File: src/rtl/keypad_pkg.sv
// Shared types and constants for the 4x4 matrix keypad scanner.
package keypad_pkg;

  typedef enum logic [1:0] {
    SCAN     = 2'd0,
    DEBOUNCE = 2'd1,
    HELD     = 2'd2
  } state_e;

  localparam int NUM_ROWS = 4;
  localparam int NUM_COLS = 4;
  localparam int DCNT_W   = 4;

  localparam logic [NUM_COLS-1:0] COL_IDLE = 4'b1110;

  // Lowest-index active row wins when several rows are low on one column.
  function automatic logic [1:0] lowest_row(input logic [NUM_ROWS-1:0] act);
    logic [1:0] idx;
    idx = 2'd0;
    for (int i = NUM_ROWS - 1; i >= 0; i--) begin
      if (act[i]) begin
        idx = 2'(i);
      end else begin
        idx = idx;
      end
    end
    return idx;
  endfunction

endpackage

File: src/rtl/keypad_scan_if.sv
// Pin-side and key-event signals of the keypad scanner, grouped as one bundle.
interface keypad_scan_if;
  import keypad_pkg::*;

  logic [NUM_ROWS-1:0] row_in;
  logic [NUM_COLS-1:0] col_out;
  logic [3:0]          key_code;
  logic                key_valid;
  logic                key_held;

  modport master (
    input  row_in,
    output col_out,
    output key_code,
    output key_valid,
    output key_held
  );

  modport slave (
    output row_in,
    input  col_out,
    input  key_code,
    input  key_valid,
    input  key_held
  );

endinterface

File: src/rtl/keypad_scan_tick_gen.sv
// Free-running scan-rate counter; tick is high for one clk each time it reaches all-ones.
module scan_tick_gen #(
  parameter int SCAN_DIV = 16
) (
  input  logic clk,
  input  logic reset,
  output logic tick
);

  localparam logic [SCAN_DIV-1:0] ONE = {{(SCAN_DIV-1){1'b0}}, 1'b1};

  logic [SCAN_DIV-1:0] cnt_q;
  logic [SCAN_DIV-1:0] cnt_d;

  assign cnt_d = cnt_q + ONE;
  assign tick  = &cnt_q;

  // Counter wraps naturally from all-ones back to zero.
  always_ff @(posedge clk) begin
    if (!reset) begin
      cnt_q <= '0;
    end else begin
      cnt_q <= cnt_d;
    end
  end

endmodule

File: src/rtl/keypad_scan.sv
// 4x4 keypad scanner: rotates an active-low column, synchronises the rows and
// debounces press/release, emitting a key code with a one-cycle valid strobe.
module keypad_scan
  import keypad_pkg::*;
#(
  parameter int SCAN_DIV     = 16,
  parameter int DEBOUNCE_CNT = 4
) (
  input  logic          clk,
  input  logic          reset,
  keypad_scan_if.master kp
);

  localparam logic [DCNT_W-1:0] DCNT_ONE  = 4'd1;
  localparam logic [DCNT_W-1:0] DCNT_LAST = DCNT_W'(DEBOUNCE_CNT);
  localparam bit                FAST_ACCEPT = (DEBOUNCE_CNT == 1);

  logic                tick;
  logic [NUM_ROWS-1:0] rs_meta_q;
  logic [NUM_ROWS-1:0] rs_q;
  state_e              state_q;
  logic [1:0]          col_q;
  logic [1:0]          lat_row_q;
  logic [DCNT_W-1:0]   dcnt_q;
  logic [DCNT_W-1:0]   dcnt_d;
  logic [NUM_COLS-1:0] col_out_q;
  logic [NUM_COLS-1:0] col_out_d;
  logic [1:0]          col_d;
  logic [3:0]          key_code_q;
  logic                key_valid_q;
  logic                key_held_q;

  logic [NUM_ROWS-1:0] row_act;
  logic [1:0]          first_row;
  logic                lat_act;
  logic                any_act;
  logic                count_done;

  scan_tick_gen #(.SCAN_DIV(SCAN_DIV)) u_tick (
    .clk   (clk),
    .reset (reset),
    .tick  (tick)
  );

  assign row_act    = ~rs_q;
  assign any_act    = |row_act;
  assign first_row  = lowest_row(row_act);
  assign lat_act    = row_act[lat_row_q];
  assign dcnt_d     = dcnt_q + DCNT_ONE;
  assign count_done = (dcnt_d == DCNT_LAST);
  assign col_d      = col_q + 2'd1;
  assign col_out_d  = {col_out_q[NUM_COLS-2:0], col_out_q[NUM_COLS-1]};

  // Two-flop synchroniser for the asynchronous row pins; idle means all high.
  always_ff @(posedge clk) begin
    if (!reset) begin
      rs_meta_q <= 4'hF;
      rs_q      <= 4'hF;
    end else begin
      rs_meta_q <= kp.row_in;
      rs_q      <= rs_meta_q;
    end
  end

  // Scan/debounce FSM with registered outputs; evaluates only on tick cycles.
  always_ff @(posedge clk) begin
    if (!reset) begin
      state_q     <= SCAN;
      col_q       <= 2'd0;
      col_out_q   <= COL_IDLE;
      lat_row_q   <= 2'd0;
      dcnt_q      <= '0;
      key_code_q  <= 4'd0;
      key_valid_q <= 1'b0;
      key_held_q  <= 1'b0;
    end else begin
      key_valid_q <= 1'b0;
      if (tick) begin
        case (state_q)
          SCAN: begin
            if (any_act) begin
              lat_row_q <= first_row;
              if (FAST_ACCEPT) begin
                key_code_q  <= {first_row, col_q};
                key_valid_q <= 1'b1;
                key_held_q  <= 1'b1;
                dcnt_q      <= '0;
                state_q     <= HELD;
              end else begin
                dcnt_q  <= DCNT_ONE;
                state_q <= DEBOUNCE;
              end
            end else begin
              col_q     <= col_d;
              col_out_q <= col_out_d;
            end
          end
          DEBOUNCE: begin
            if (lat_act) begin
              if (count_done) begin
                key_code_q  <= {lat_row_q, col_q};
                key_valid_q <= 1'b1;
                key_held_q  <= 1'b1;
                dcnt_q      <= '0;
                state_q     <= HELD;
              end else begin
                dcnt_q <= dcnt_d;
              end
            end else begin
              // Bounce: drop back to SCAN on the same column.
              dcnt_q  <= '0;
              state_q <= SCAN;
            end
          end
          HELD: begin
            if (!lat_act) begin
              if (count_done) begin
                key_held_q <= 1'b0;
                dcnt_q     <= '0;
                col_q      <= col_d;
                col_out_q  <= col_out_d;
                state_q    <= SCAN;
              end else begin
                dcnt_q <= dcnt_d;
              end
            end else begin
              dcnt_q <= '0;
            end
          end
          default: begin
            state_q <= SCAN;
            dcnt_q  <= '0;
          end
        endcase
      end else begin
        state_q <= state_q;
      end
    end
  end

  assign kp.col_out   = col_out_q;
  assign kp.key_code  = key_code_q;
  assign kp.key_valid = key_valid_q;
  assign kp.key_held  = key_held_q;

endmodule
File: src/flat_wrapper.sv
// flat-port wrapper written by rule: the top's interface ports become plain ports
module keypad_scan_flat import keypad_pkg::*;
#(
  parameter int SCAN_DIV     = 16,
  parameter int DEBOUNCE_CNT = 4
)
  (clk, reset, kp_row_in, kp_col_out, kp_key_code, kp_key_valid, kp_key_held);
  keypad_scan_if kp_i ();
  input  logic clk;
  input  logic reset;
  input wire logic [$bits(kp_i.row_in)-1:0] kp_row_in;
  output wire logic [$bits(kp_i.col_out)-1:0] kp_col_out;
  output wire logic [$bits(kp_i.key_code)-1:0] kp_key_code;
  output wire logic [$bits(kp_i.key_valid)-1:0] kp_key_valid;
  output wire logic [$bits(kp_i.key_held)-1:0] kp_key_held;
  assign kp_i.row_in = kp_row_in;
  assign kp_col_out = kp_i.col_out;
  assign kp_key_code = kp_i.key_code;
  assign kp_key_valid = kp_i.key_valid;
  assign kp_key_held = kp_i.key_held;
  keypad_scan #(.SCAN_DIV(SCAN_DIV), .DEBOUNCE_CNT(DEBOUNCE_CNT)) u_core (.clk(clk), .reset(reset), .kp(kp_i));
endmodule
File: config.mk
export PLATFORM = sky130hd
export DESIGN_NAME = keypad_scan_flat
export DESIGN_NICKNAME = d
export VERILOG_FILES = /design/src/rtl/keypad_pkg.sv /design/src/rtl/keypad_scan_if.sv /design/src/rtl/keypad_scan_tick_gen.sv /design/src/rtl/keypad_scan.sv /design/src/flat_wrapper.sv
export SDC_FILE = /design/constraint.sdc
export NUM_CORES = 1
export LEC_CHECK = 0
export BUFFER_PORTS_ARGS = -buffer_cell sky130_fd_sc_hd__clkbuf_2
export CORE_ASPECT_RATIO = 1.1
export CORE_MARGIN = 2
export CORE_UTILIZATION = 50
export DETAILED_ROUTE_END_ITERATION = 12
export PLACE_DENSITY = 0.68
export SYNTH_ARGS = -nofsm -noshare
export SYNTH_HDL_FRONTEND = slang
export SYNTH_SLANG_ARGS = --single-unit
File: constraint.sdc
create_clock -name clk -period 3 [get_ports clk]
set_input_delay 0.3 -clock clk [delete_from_list [all_inputs] [get_ports clk]]
set_output_delay 0.3 -clock clk [all_outputs]
set_load 0.01 [all_outputs]
### Word-level counts from Yosys, hierarchy flattened

Index checks and enable logic that the tools add are counted.

| storage, ports and cells | value |
|---|---|
| logic and storage cells | 68 |
| output and inout bits | 10 |
| register bits | 44 |
| input bits | 6 |

| cells by class | value |
|---|---|
| reductions and logical operators | 11 |
| equality and inequality tests | 10 |
| multiplexer cells | 31 |
| add/sub/neg operators | 3 |
| bitwise gates (word level) | 1 |
| magnitude comparators | 1 |

Operators with widths:

| kind | count |
|---|---|
| $reduce_and 20->1 | 2 |
| $reduce_and 19->1 | 2 |
| $mux 4 | 7 |
| $mux 2 | 12 |
| $reduce_and 21->1 | 1 |
| $reduce_and 18->1 | 1 |
| $reduce_and 17->1 | 1 |
| $add 16x1->16 const B | 1 |
| $pmux 4 s3 | 1 |
| $ne 2x1->1 const B | 4 |
| $pmux 4 s2 | 1 |
| $mux 1 | 6 |
| $pmux 2 s3 | 1 |
| $add 4x1->4 const B | 1 |
| $eq 4x3->1 const B | 1 |
| $ne 2x2->1 const B | 2 |
| $not 4->4 | 1 |
| $pmux 2 s2 | 1 |
| $reduce_bool 2->1 | 2 |
| $reduce_or 4->1 | 1 |
| $lt 2x3->1 const B | 1 |
| $ne 3x3->1 const B | 1 |
| $add 2x1->2 const B | 1 |
| $bmux 1 s2 | 1 |
| other kinds (4) | 4 |

### Depth between registers and ports, before layout

Gate-level depths: netlist of the first run.

| logic depth | value |
|---|---|
| word-level depth | 5 |
| gate-level depth with buffers | 7 |
| mapped depth without buffers | 7 |

### Modules after synthesis

A second synthesis of the first run with hierarchy kept.

| second synthesis, totals | value |
|---|---|
| cells, all modules | 201 |
| area, all modules | 1855.5 sq um |

Modules (own cells, without submodules):

| module | seq. area each (sq um) | cells each | area an instance (sq um) | times used |
|---|---|---|---|---|
| keypad_scan | 560.5 | 118 | 1139.8 | 1 |
| scan_tick_gen | 320.3 | 83 | 715.7 | 1 |

### Worst setup path before layout of the first run

Ideal clock, no wire load.

| timing | value |
|---|---|
| path kind | flip-flop to flip-flop |
| from | register u_core.dcnt_q[0] |
| to | register u_core.key_held_q, in the netlist u_core.kp.key_held |
| cell stages (with the launch flop) | 7 |
| clock period less this slack | 2.036 ns |
| setup time | 0.136 ns |
| path buffers | 0 |
| arrival | 1.900 ns |
| path slack | 0.964 ns |
| data required time | 2.864 ns |
| path through | dfxtp_1 > ha_1 > nor2b_1 > a211oi_1 > or4_4 > a2111oi_0 > a211oi_1 |

| on the way | value |
|---|---|
| word-level cells in the longest chain between the ends | 4 |
| elaborated cells on any way between the ends | 5 |
| classes of those cells | add/sub (1); eq/ne (3); reduce/logical (1) |

Ends and longest elaborated chain:

| element | RTL line | text |
|---|---|---|
| start: declaration | keypad_scan.sv:24 | `logic [DCNT_W-1:0] dcnt_q;` |
| start signal: assignment | keypad_scan.sv:107 | `dcnt_q <= dcnt_d;` |
| start signal: assignment | keypad_scan.sv:124 | `dcnt_q <= dcnt_d;` |
| $add 4x1->4 (*) | keypad_scan.sv:49 | `assign dcnt_d = dcnt_q + DCNT_ONE;` |
| $eq 4x3->1 (*) | keypad_scan.sv:50 | `assign count_done = (dcnt_d == DCNT_LAST);` |
| $ne 2x1->1 (no line) | n/a |  |
| $reduce_and 21->1 (no line) (*) | n/a |  |
| end signal: assignment | keypad_scan.sv:75 | `key_held_q <= 1'b0;` |
| end signal: assignment | keypad_scan.sv:86 | `key_held_q <= 1'b1;` |
| end signal: assignment | keypad_scan.sv:103 | `key_held_q <= 1'b1;` |
| end: declaration | keypad_scan.sv:31 | `logic key_held_q;` |

Every way passes the cells marked *; elsewhere a longest branch is shown, timed or not.
A chain may end at the register's enable or synchronous reset.

### Worst setup path in the final report of the first run

| timing | value |
|---|---|
| from | register u_core.dcnt_q[0] |
| to | register u_core.state_q[1] |

| on the way | value |
|---|---|
| word-level cells in the longest chain between the ends | 4 |
| elaborated cells on any way between the ends | 5 |
| classes of those cells | add/sub (1); eq/ne (3); reduce/logical (1) |

Ends and longest elaborated chain:

| element | RTL line | text |
|---|---|---|
| $add 4x1->4 (*) | keypad_scan.sv:49 |  |
| $eq 4x3->1 (*) | keypad_scan.sv:50 |  |
| $ne 3x3->1 (no line) or $ne 2x1->1 (tied branches) | n/a |  |
| $reduce_and 20->1 (no line) (*) | n/a |  |
| end signal: assignment | keypad_scan.sv:136 | `state_q <= state_q;` |
| end: declaration | keypad_scan.sv:21 | `state_e state_q;` |

Marked as above.

==> summary.txt, run 1 <==
STA
  – Total count of hold-check failures in the final report: 0
  – Accumulated negative setup slack: 0 ns
  – Post-route minimum period: 2.38 ns
  – Setup repair after global routing missed its margin: false
  – Worst slew margin relative to its limit: 34.6%
  – Final number of setup-violating endpoints: 0
  – Share of the clock period used by the worst path: 79.4%
  – Final critical-path setup slack: 0.619 ns
  – Actual slew at the worst max-slew pin: 0.979 ns
  – Peak clock frequency supported by timing: 0.420 GHz
  – Fin. max-slew vios: 0
  – Setup skew after layout: 0.00754 ns

Synthesis
  – Top cells by area in the synthesized netlist: sky130_fd_sc_hd__dfxtp_1 (44%), sky130_fd_sc_hd__nand3_1 (7.0%), sky130_fd_sc_hd__ha_1 (4.4%)
  – Adder-Cell Fraction of Synth Area: 4.40%
  – Area fraction of the dominant cell type after synthesis: 44.2%
  – Multiplexer fraction of the synthesized cell area: 2.64%
  – Netlist Area Pre-Place: 0.00199 mm^2
  – Sequential area share after synthesis: 44.2%
  – Most frequent cell after synthesis: sky130_fd_sc_hd__dfxtp_1
  – Main combinational cell family by area after synthesis: simple AND/OR/NAND/NOR gates
  – Seq cells post-synth: 44
  – Most frequent cells after synthesis: sky130_fd_sc_hd__dfxtp_1 (44), sky130_fd_sc_hd__nand3_1 (28), sky130_fd_sc_hd__nor2_1 (21)
  – Post-synthesis share of cell area spent on xor and xnor gates: 5.28%
  – Synthesized-area fraction occupied by and/or/nand/nor cells: 26.8%
  – Distinct cell type count of the synthesized netlist: 40
  – Top FF cell, synth: sky130_fd_sc_hd__dfxtp_1
  – Largest area contributor in the netlist: sky130_fd_sc_hd__dfxtp_1
  – Number of standard cells after synthesis: 223
  – Compound-gate portion of the synthesized area: 13.7%
  – Fraction of registers with async set/reset: 0%
  – Syn_nets: 236
  – Post-synth EDFFs: 0
  – Mapped Avg Cell Area: 8.93 um^2
  – Total of warnings raised by yosys: 0

Placement
  – # port buffers: 15
  – Cell Area, Placed: 0.00211 mm^2
  – Detailed Place HPWL: 2640 um
  – Minimum setup slack after placement: 0.651 ns
  – Global placement routability congestion: 0.929

Detailed routing
  – Drc violations: 0
  – Antenna-violating nets left: 0
  – Detailed-route via count: 1595
  – Mean routed wirelength per cell: 13.1 um
  – Ratio of routed vias to standard cells: 5.46
  – First drt pass iteration count: 4
  – Starting DRT DRC Count: 100
  – Total wirelength of the detailed-routed design: 3830 um

Clocking
  – Sink Count: 44
  – Number of hold-repair buffers added at the cts stage: 0
  – Max Buffers Root-to-Sink: 2
  – CTS tree: built
  – Clock slew seen by the registers of the worst setup and hold paths: 0.09 ns
  – Clk root buf: sky130_fd_sc_hd__clkbuf_8
  – Number of gates resized after cts: 0
  – Total CTS buffers: 5
  – # Post-CTS Setup Buffers: 0
  – H-tree depth: 2
  – Insertion delay of the later-clocked pin in the worst-skew pair: 0.30 ns

Pwr
  – Maximum resistive drop on vdd: 337 uV
  – Internal cell power: 0.854 mW
  – Total power consumption of the routed design: 1.09 mW
  – Share of power burned in the clock network: 42.7%
  – Sw frac: 21.8%
  – Part of the total power dissipated in combinational logic: 2.7%
  – Part of the total power dissipated in sequential elements: 54.7%
  – Switching power: 0.238 mW
  – Static leakage power: 0.844 nW
  – Power density over the cells: 491 mW/mm^2

GRT
  – Maximum number of pins on one net before global-route repair: 33
  – GR Overflow Total: 0
  – Overall fraction of global-route tracks in use: 18.1%
  – Wire length of the first global-routing pass: 6440 um
  – Antenna violations before repair: 0
  – Via count of the first global-routing pass: 1473

Run
  – Max capacitance violation total: 0

Critical path
  – Worst setup path startpoint: u_core.dcnt_q[0]
  – Kind of critical path: reg2reg
  – Reg-to-reg startpoint: u_core.dcnt_q[0]
  – Worst EP required: 3.21 ns
  – Worst Path Max Fanout: 13
  – Endpoint class of the critical path: register
  – Reg2Reg Depth: 6
  – Worst endpoint data arrival time: 2.59 ns
  – Reg-to-reg slack, setup: 0.62 ns
  – Critical Path Start Type: register
  – R2r endpoint: u_core.state_q[1]

Floorplan
  – Chip height: 70.2 um
  – Total I/O pin count: 16
  – Area of the die: 0.00450 mm^2
  – Placement Rows: 24
  – Floorplan Core Area: 0.00390 mm^2
  – Starting utilization of the core area: 51.0%
  – Die Wd: 64.2 um

Finish
  – Final-layout fill cell count: 379
  – Seq. cell area: 881 um^2
  – Post-layout utilization of the core: 56.9%
  – Layout cells sized above 1: 12.1%
  – Relative area change from synthesis to final layout: 11.6%
  – Number of nets in the finished design: 252
  – Diodes inserted: 0
  – Area of combinational cells with multiple inputs: 0.00105 mm^2
  – Design Area, Final: 0.00222 mm^2

Min path
  – Hold EP: u_core.rs_meta_q[1]
  – Number of cells on the worst hold path: 2
  – Worst hold path startpoint: kp_row_in[1]
  – Hold Path Class: in2reg

Outcome
  – Status: finished, final reports clean
## state kept, by name, summed over array words and instances, names as in the netlist
register and cells:
u_core.col_q 2, u_core.dcnt_q 4, u_core.kp.col_out 4, u_core.kp.key_code 4
u_core.kp.key_held 1, u_core.kp.key_valid 1, u_core.lat_row_q 2, u_core.rs_meta_q 4
u_core.rs_q 4, u_core.state_q 2, u_core.u_tick.cnt_q 16
## layer usage
metal | vias to the layer above | track usage (%) | part of all wire, %
met1 | 732 | 22.7 | 48
li1 | 833 | - | -
met3 | 7 | 5.15 | 3.2
met2 | 23 | 28.9 | 47
met5 | - | 0 | 0
met4 | 0 | 8.04 | 1.9
## power groups by stage
stage,registers (mW),logic (mW),clock network [mW]
3_5_place_dp,0.611,0.0297,0
4_1_cts,0.597,0.0298,0.481
2_1_floorplan,0.609,0.0220,0
5_1_grt,0.598,0.0329,0.499
3_3_place_gp,0.610,0.0294,0
6_report,0.597,0.0292,0.466
## layout by cell type (no fill, tap or decap), types with 3 or more instances in the layout
cell type / n
sky130_fd_sc_hd__clkbuf_8: 5
sky130_fd_sc_hd__o31ai_1: 3
sky130_fd_sc_hd__xor2_1: 6
sky130_fd_sc_hd__nor2_1: 21
sky130_fd_sc_hd__xnor2_1: 6
sky130_fd_sc_hd__nand4_1: 5
sky130_fd_sc_hd__nor4_1: 4
sky130_fd_sc_hd__nand2_1: 9
sky130_fd_sc_hd__mux2i_1: 3
sky130_fd_sc_hd__inv_1: 9
sky130_fd_sc_hd__o21ai_0: 13
sky130_fd_sc_hd__nand2b_1: 10
sky130_fd_sc_hd__a21oi_1: 13
sky130_fd_sc_hd__a31oi_1: 3
sky130_fd_sc_hd__nand3_1: 28
sky130_fd_sc_hd__dfxtp_1: 44
sky130_fd_sc_hd__or3_1: 3
sky130_fd_sc_hd__ha_1: 7
sky130_fd_sc_hd__clkbuf_2: 15
## worst max path at each step
stage / end / slack, ns / cells after the start
2_1_floorplan: u_core.kp.key_held / 0.96 / 6
3_3_place_gp: u_core.state_q[1] / 0.73 / 6
3_5_place_dp: u_core.state_q[1] / 0.65 / 6
4_1_cts: u_core.state_q[1] / 0.64 / 6
5_1_grt: u_core.state_q[0] / 0.47 / 6
6_report: u_core.state_q[1] / 0.62 / 6
## stage by stage
step                hold slack [ns]  std cells
global route                  0.167        292
CTS                           0.165        292
detailed placement            0.393        284
global placement              0.388        284
floorplan                     0.373        223
finish                        0.172        292
## final cells by class
class	instances	area share, %
Sequential cell	44	39.6
Multi-Input combinational cell	164	47.4
Tap cell	52	2.93
Timing Repair Buffer	15	3.38
Clock buffer	5	3.10
Inverter	9	1.52
Clock inverter	3	2.08
## logic make-up (layout without fill, tap and decap cells)
| kind of cell | after synthesis | after routing |
|---|---|---|
| flops | 44 | 44 |
| simple gates | 97 | 97 |
| fa+ha+maj | 7 | 7 |
| mux | 4 | 4 |
| xor+xnor | 12 | 12 |
| buf+inv | 15 | 32 |
| compound gates | 44 | 44 |
## worst max-delay path: stages (launching register included)
cell and delay [ns]:
sky130_fd_sc_hd__dfxtp_1 0.37, sky130_fd_sc_hd__ha_1 0.25, sky130_fd_sc_hd__nor2b_1 0.16, sky130_fd_sc_hd__a211o_1 0.31, sky130_fd_sc_hd__a41oi_1 0.77, sky130_fd_sc_hd__nor2_1 0.12, sky130_fd_sc_hd__a221oi_1 0.30
Power figures use the tool's default switching activity.
==> run 2: changes to the inputs <==
--- a/config.mk
+++ b/config.mk
@@ -10,7 +10,7 @@
 export CORE_MARGIN = 2
 export CORE_UTILIZATION = 50
 export DETAILED_ROUTE_END_ITERATION = 12
-export PLACE_DENSITY = 0.68
+export PLACE_DENSITY = 0.71
 export SYNTH_ARGS = -nofsm -noshare
 export SYNTH_HDL_FRONTEND = slang
 export SYNTH_SLANG_ARGS = --single-unit
==> constraint.sdc (replaced) <==
create_clock -name clk -period 2.05 [get_ports clk]
set_input_delay 0.205 -clock clk [delete_from_list [all_inputs] [get_ports clk]]
set_output_delay 0.205 -clock clk [all_outputs]
set_load 0.01 [all_outputs]
==> summary.txt, run 2 (synthesized netlist as in run 1, its figures left out) <==
Clocking
  – Sink Count: 44 (unchanged)
  – Insertion delay of the later-clocked pin in the worst-skew pair: 0.30 ns (about the same)
  – H-tree depth: 2 (unchanged)
  – Clk root buf: sky130_fd_sc_hd__clkbuf_8
  – Max Buffers Root-to-Sink: 2 (unchanged)
  – CTS tree: built
  – Clock slew seen by the registers of the worst setup and hold paths: 0.08 ns (about the same)
  – Total CTS buffers: 5 (unchanged)

Detailed routing
  – Antenna-violating nets left: 0 (unchanged)
  – First drt pass iteration count: 4 (unchanged)
  – Total wirelength of the detailed-routed design: 4250 um (+11%)
  – Detailed-route via count: 1734 (+8.7%)
  – Starting DRT DRC Count: 120 (+20%)
  – Ratio of routed vias to standard cells: 5.45 (-0.17%)
  – Mean routed wirelength per cell: 13.4 um (+2.0%)
  – Drc violations: 0 (unchanged)

Run
  – Max capacitance violation total: 0 (unchanged)

Critical path
  – Critical Path Start Type: register
  – Cell type group with the largest total delay on the critical path: simple AND/OR/NAND/NOR gates
  – Delay contributed by the slowest stage of the critical path: 0.52 ns (-0.25 ns)
  – Kind of critical path: reg2reg
  – Endpoint class of the critical path: register
  – Worst Path Max Fanout: 4 (-9)
  – Cell occurring most often along the worst timing path: sky130_fd_sc_hd__buf_4
  – Critical-path cell list: ha_2 -> nor2b_4 -> buf_4 -> a211o_1 -> a41oi_2 -> buf_4 -> or4_1 -> a21oi_2
  – Buffers plus inverters on the worst setup path: 2 (+2)
  – Worst EP required: 2.29 ns (-0.92 ns)
  – CP max-delay cell: sky130_fd_sc_hd__or4_1
  – Worst endpoint data arrival time: 2.23 ns (-0.36 ns)

Finish
  – Design Area, Final: 0.00245 mm^2 (+10%)
  – Max FFs per register: 16 (unchanged)
  – Relative area change from synthesis to final layout: 23.2%
  – Diodes inserted: 0 (unchanged)
  – Top library cells by usage in the layout, fill and taps aside: sky130_fd_sc_hd__dfxtp_1 (42), sky130_fd_sc_hd__nand3_1 (28), sky130_fd_sc_hd__buf_4 (25)
  – Layout cells sized above 1: 24.1% (+12 points)
  – Leading cell type in the layout, fill and taps excluded: sky130_fd_sc_hd__dfxtp_1
  – Post-layout utilization of the core: 62.8% (+5.9 points)
  – Number of nets in the finished design: 278 (+10%)
  – Final-layout fill cell count: 332 (-12%)
  – Most flops, register: u_core.u_tick.cnt_q

Pwr
  – Static leakage power: 0.973 nW (+15%)
  – Maximum resistive drop on vdd: 582 uV (+73%)
  – Power density over the cells: 645 mW/mm^2 (+31%)

Outcome
  – Status: finished, final reports clean

STA
  – Fin. max-slew vios: 0 (unchanged)
  – Setup repair after global routing missed its margin: true
  – Total count of hold-check failures in the final report: 0 (unchanged)
  – Peak clock frequency supported by timing: 0.503 GHz (+20%)
  – Setup skew after layout: 0.00239 ns (-0.00515 ns)
  – Accumulated negative setup slack: 0 ns (unchanged)
  – Share of the clock period used by the worst path: 97.0% (+18 points)
  – Final number of setup-violating endpoints: 0 (unchanged)
  – Post-route minimum period: 1.99 ns (-0.392 ns)
  – Worst slew margin relative to its limit: 75.8% (+41 points)
  – Actual slew at the worst max-slew pin: 0.360 ns (-0.619 ns)
  – Final critical-path setup slack: 0.0605 ns (-0.558 ns)

Floorplan
  – Starting utilization of the core area: 51.0% (unchanged)
  – Total I/O pin count: 16 (unchanged)
  – Placement Rows: 24 (unchanged)
  – Die Wd: 64.2 um (unchanged)
  – Area of the die: 0.00450 mm^2 (unchanged)
  – Floorplan Core Area: 0.00390 mm^2 (unchanged)
  – Chip height: 70.2 um (unchanged)

GRT
  – Met3 routing resource usage after global routing: 5.15% (unchanged)
  – GR Overflow Total: 0 (unchanged)
  – Via count of the first global-routing pass: 1703 (+16%)
  – Most used routing layer: met2
  – Met2 track demand over resource: 33.3% (+4.4 points)
  – Wire length of the first global-routing pass: 7460 um (+16%)
  – Fraction of met1 tracks used by global routing: 27.3% (+4.5 points)
  – Antenna violations before repair: 0 (unchanged)
  – Maximum number of pins on one net before global-route repair: 28 (-15%)
  – Overall fraction of global-route tracks in use: 21.0% (+2.8 points)

Min path
  – Hold Path Class: in2reg

Placement
  – Global placement routability congestion: 0.835 (-10%)
  – Detailed Place HPWL: 3060 um (+16%)
  – # port buffers: 15 (unchanged)
  – Minimum setup slack after placement: 0.0386 ns (-0.613 ns)
  – Cell Area, Placed: 0.00227 mm^2 (+7.8%)
run 2: area by class of cell:
| type | count | area (um^2) | share of cell area, % |
|---|---|---|---|
| Multi-Input combinational cell | 164 | 1080 | 44.2 |
| Inverter | 9 | 33.8 | 1.38 |
| Clock inverter | 3 | 42.5 | 1.73 |
| Tap cell | 52 | 65.1 | 2.65 |
| Timing Repair Buffer | 41 | 274 | 11.2 |
| Clock buffer | 5 | 68.8 | 2.81 |
| Sequential cell | 44 | 883 | 36.0 |
run 2: layer usage:
layer | vias to the layer above | part of all wire [%]
met5 | - | 0
met4 | 0 | 2.3
met3 | 8 | 3.4
met2 | 33 | 46
met1 | 804 | 48
li1 | 889 | -
run 2: stage by stage:
step                hold slack (ns)  power, mW  instances
floorplan                     0.278      0.924        223
global placement              0.387      0.941        306
detailed placement            0.391      0.942        306
CTS                          0.0731       1.60        314
global route                 0.0685       1.64        318
finish                       0.0811       1.58        318
run 2: repair_timing:
action,4_1_cts,5_1_grt
resized for setup,0,12
buffers inserted,0,3
endpoints found under the setup margin,0,8
hold buffers,0,0
run 2: worst paths after layout:
| check | startpoint | cells past startpoint | slack (ns) | to |
|---|---|---|---|---|
| max | u_core.dcnt_q[0] | 8 | 0.06 | u_core.state_q[0] |
| min reg2reg | u_core.rs_meta_q[3] | 1 | 0.41 | u_core.rs_q[3] |
| max reg2reg | u_core.dcnt_q[0] | 8 | 0.06 | u_core.state_q[0] |
| min | kp_row_in[3] | 2 | 0.08 | u_core.rs_meta_q[3] |
run 2: report_power, final:
group	internal, mW	total (mW)	switching, mW	leakage (nW)
Sequential	0.866	0.873	0.00733	0.358
Combinational	0.0207	0.0485	0.0278	0.561
Clock	0.360	0.659	0.299	0.0541
Total	1.25	1.58	0.334	0.973
==> run 3: changes to the inputs <==
--- a/config.mk
+++ b/config.mk
@@ -10,7 +10,8 @@
 export CORE_MARGIN = 2
 export CORE_UTILIZATION = 50
 export DETAILED_ROUTE_END_ITERATION = 12
-export PLACE_DENSITY = 0.71
+export PLACE_DENSITY = 0.69
 export SYNTH_ARGS = -nofsm -noshare
 export SYNTH_HDL_FRONTEND = slang
+export SYNTH_HIERARCHICAL = 1
 export SYNTH_SLANG_ARGS = --single-unit
==> constraint.sdc (replaced) <==
create_clock -name clk -period 2.3 [get_ports clk]
set_input_delay 0.23 -clock clk [delete_from_list [all_inputs] [get_ports clk]]
set_output_delay 0.23 -clock clk [all_outputs]
set_load 0.02 [all_outputs]
==> summary.txt, run 3 <==
Pwr
  – Maximum resistive drop on vdd: 319 uV (-45%)
  – Power density over the cells: 616 mW/mm^2 (-4.4%)
  – Static leakage power: 0.805 nW (-17%)

Synthesis
  – Number of standard cells after synthesis: 201 (-9.9%)
  – Syn_nets: 209 (-11%)
  – Total of warnings raised by yosys: 6 (+6)
  – Sequential area share after synthesis: 47.5% (+3.2 points)
  – Post-synth EDFFs: 0 (unchanged)
  – Largest area contributor in the netlist: sky130_fd_sc_hd__dfxtp_1
  – Top cells by area in the synthesized netlist: sky130_fd_sc_hd__dfxtp_1 (47%), sky130_fd_sc_hd__mux2i_1 (6.5%), sky130_fd_sc_hd__nand2b_1 (4.0%)
  – Most frequent cells after synthesis: sky130_fd_sc_hd__dfxtp_1 (44), sky130_fd_sc_hd__nand2_1 (16), sky130_fd_sc_hd__mux2i_1 (12), sky130_fd_sc_hd__nand2b_1 (12), sky130_fd_sc_hd__nor2_1 (12)
  – Distinct cell type count of the synthesized netlist: 42 (+5.0%)
  – Area fraction of the dominant cell type after synthesis: 47.5% (+3.2 points)
  – Seq cells post-synth: 44 (unchanged)
  – Most frequent cell after synthesis: sky130_fd_sc_hd__dfxtp_1
  – Netlist Area Pre-Place: 0.00186 mm^2 (-6.8%)
  – Mapped Avg Cell Area: 9.23 um^2 (+3.4%)
  – Top FF cell, synth: sky130_fd_sc_hd__dfxtp_1
  – Fraction of registers with async set/reset: 0% (unchanged)

STA
  – Post-route minimum period: 2.10 ns (+0.106 ns)
  – Share of the clock period used by the worst path: 91.1% (-6.0 points)
  – Final number of setup-violating endpoints: 0 (unchanged)
  – Total count of hold-check failures in the final report: 0 (unchanged)
  – Actual slew at the worst max-slew pin: 0.409 ns (+0.0488 ns)
  – Worst slew margin relative to its limit: 72.5% (-3.4 points)
  – Setup repair after global routing missed its margin: false
  – Fin. max-slew vios: 0 (unchanged)
  – Accumulated negative setup slack: 0 ns (unchanged)
  – Setup skew after layout: 0.00993 ns (+0.00754 ns)
  – Peak clock frequency supported by timing: 0.477 GHz (-5.0%)

Critical path
  – Critical Path Start Type: register
  – Reg2Reg Depth: 6 (-2)
  – Buffers plus inverters on the worst setup path: 0 (-2)
  – Worst Path Max Fanout: 6 (+2)
  – Critical-path cell list: nand4_1 -> nor4_4 -> and3_2 -> o21ai_1 -> or4_1 -> a31oi_1
  – Cell type group with the largest total delay on the critical path: simple AND/OR/NAND/NOR gates
  – CP max-delay cell: sky130_fd_sc_hd__or4_1
  – Reg-to-reg slack, setup: 0.20 ns (+0.14 ns)
  – R2r endpoint: u_core/dcnt_q[3]
  – Worst endpoint data arrival time: 2.32 ns (+0.09 ns)
  – Kind of critical path: reg2reg
  – Reg-to-reg startpoint: u_core/u_tick/cnt_q[5]
  – Endpoint class of the critical path: register
  – Delay contributed by the slowest stage of the critical path: 0.50 ns (-0.02 ns)
  – Worst EP required: 2.53 ns (+0.24 ns)

Floorplan
  – Starting utilization of the core area: 51.6% (+0.59 points)
  – Floorplan Core Area: 0.00360 mm^2 (-7.9%)
  – Chip height: 67.9 um (-3.3%)
  – Placement Rows: 23 (-4.2%)
  – Total I/O pin count: 16 (unchanged)
  – Die Wd: 62.1 um (-3.2%)
  – Area of the die: 0.00421 mm^2 (-6.4%)

Clocking
  – Number of hold-repair buffers added at the cts stage: 0 (unchanged)
  – CTS tree: built
  – Clk root buf: sky130_fd_sc_hd__clkbuf_8
  – Sink Count: 44 (unchanged)
  – Total CTS buffers: 5 (unchanged)
  – Clock slew seen by the registers of the worst setup and hold paths: 0.08 ns (about the same)
  – Insertion delay of the later-clocked pin in the worst-skew pair: 0.29 ns (about the same)
  – H-tree depth: 2 (unchanged)
  – Max Buffers Root-to-Sink: 2 (unchanged)

Min path
  – Number of cells on the worst hold path: 2 (unchanged)
  – Hold EP: u_core/rs_meta_q[1]
  – Hold Path Class: in2reg
  – Worst hold path startpoint: kp_row_in[1]

Finish
  – Relative area change from synthesis to final layout: 14.4%
  – Most flops, register: u_core/u_tick/cnt_q
  – Number of nets in the finished design: 230 (-17%)
  – Design Area, Final: 0.00212 mm^2 (-13%)
  – Top library cells by usage in the layout, fill and taps aside: sky130_fd_sc_hd__dfxtp_1 (44), sky130_fd_sc_hd__nand2_1 (16), sky130_fd_sc_hd__clkbuf_2 (15)
  – Max FFs per register: 16 (unchanged)
  – Leading cell type in the layout, fill and taps excluded: sky130_fd_sc_hd__dfxtp_1
  – Layout cells sized above 1: 16.6% (-7.5 points)
  – Diodes inserted: 0 (unchanged)

Outcome
  – Status: finished, final reports clean

Detailed routing
  – Mean routed wirelength per cell: 12.8 um (-4.2%)
  – Drc violations: 0 (unchanged)
  – Ratio of routed vias to standard cells: 5.59 (+2.4%)
  – Antenna-violating nets left: 0 (unchanged)
  – Total wirelength of the detailed-routed design: 3500 um (-18%)
  – Starting DRT DRC Count: 73 (-39%)
  – Detailed-route via count: 1525 (-12%)
  – First drt pass iteration count: 4 (unchanged)

GRT
  – Antenna violations before repair: 0 (unchanged)
  – Maximum number of pins on one net before global-route repair: 20 (-29%)
  – GR Overflow Total: 0 (unchanged)
  – Overall fraction of global-route tracks in use: 18.6% (-2.3 points)
  – Wire length of the first global-routing pass: 5710 um (-23%)
  – Via count of the first global-routing pass: 1363 (-20%)

Placement
  – Global placement routability congestion: 0.779 (-6.7%)
  – # port buffers: 15 (unchanged)
  – Cell Area, Placed: 0.00201 mm^2 (-12%)
  – Detailed Place HPWL: 2420 um (-21%)

Run
  – Max capacitance violation total: 0 (unchanged)
run 3: report_power, final:
group	leakage (nW)	internal, mW	total, mW	switching, mW
Sequential	0.357	0.772	0.780	0.00760
Clock	0.0455	0.245	0.485	0.240
Combinational	0.402	0.0170	0.0434	0.0264
run 3: worst max-delay path by stage:
| stage | slack, ns | cells past startpoint | to | from |
|---|---|---|---|---|
| final | 0.20 | 6 | u_core/dcnt_q[3] | u_core/u_tick/cnt_q[5] |
| after CTS | 0.04 | 8 | u_core/col_q[1] | u_core/u_tick/cnt_q[0] |
| after global placement | 0.18 | 8 | u_core/kp.col_out[0] | u_core/u_tick/cnt_q[0] |
| after floorplan | 0.006 | 7 | u_core/dcnt_q[3] | u_core/u_tick/cnt_q[0] |
| after global routing | 0.03 | 7 | u_core/dcnt_q[3] | u_core/u_tick/cnt_q[0] |
| after detailed placement | 0.06 | 8 | u_core/col_q[1] | u_core/u_tick/cnt_q[0] |
run 3: cell families after synthesis:
logic type / count (synthesis) / synth area share, %
buffers and inverters: 17 / 3.98
DFF: 44 / 47.5
xor gates and xnor gates: 3 / 1.42
muxes: 13 / 7.69
and+or+nand+nor: 84 / 25.4
AOI/OAI and AO/OA: 38 / 12.7
adders and majority gates: 2 / 1.35
run 3: what timing repair did:
item / 4_1_cts / 5_1_grt
endpoints found under the setup margin: 0 / 13
setup buffers: 0 / 1
gates resized for setup: 0 / 3
run 3: cell type report:
cell class                 count  area, um^2
fill                         318        1470
clock buffer                   8        90.1
multi-input combinational    140         928
timing repair buffer          22         128
tap                           50        62.6
inverter                       9        33.8
sequential                    44         881
run 3: through the flow:
| stage | setup WS [ns] | total power [mW] | utilization [%] | hold slack (ns) | cells |
|---|---|---|---|---|---|
| 2_1_floorplan | 0.00563 | 0.826 | - | 0.331 | 201 |
| 3_3_place_gp | 0.176 | 0.839 | 55.9 | 0.388 | 264 |
| 3_5_place_dp | 0.0569 | 0.841 | 55.9 | 0.393 | 264 |
| 4_1_cts | 0.0361 | 1.33 | 58.4 | 0.109 | 272 |
| 5_1_grt | 0.0326 | 1.36 | 59.0 | 0.106 | 273 |
| 6_report | 0.205 | 1.31 | 59.0 | 0.117 | 273 |
run 3: layer usage:
| layer | part of all wire (%) | global-route usage (%) | routed length, um |
|---|---|---|---|
| met5 | 0 | 0 | 0 |
| met4 | 2.1 | 11.2 | 74 |
| met3 | 4.7 | 6.43 | 164 |
| met2 | 49 | 29.6 | 1730 |
| met1 | 44 | 21.2 | 1530 |
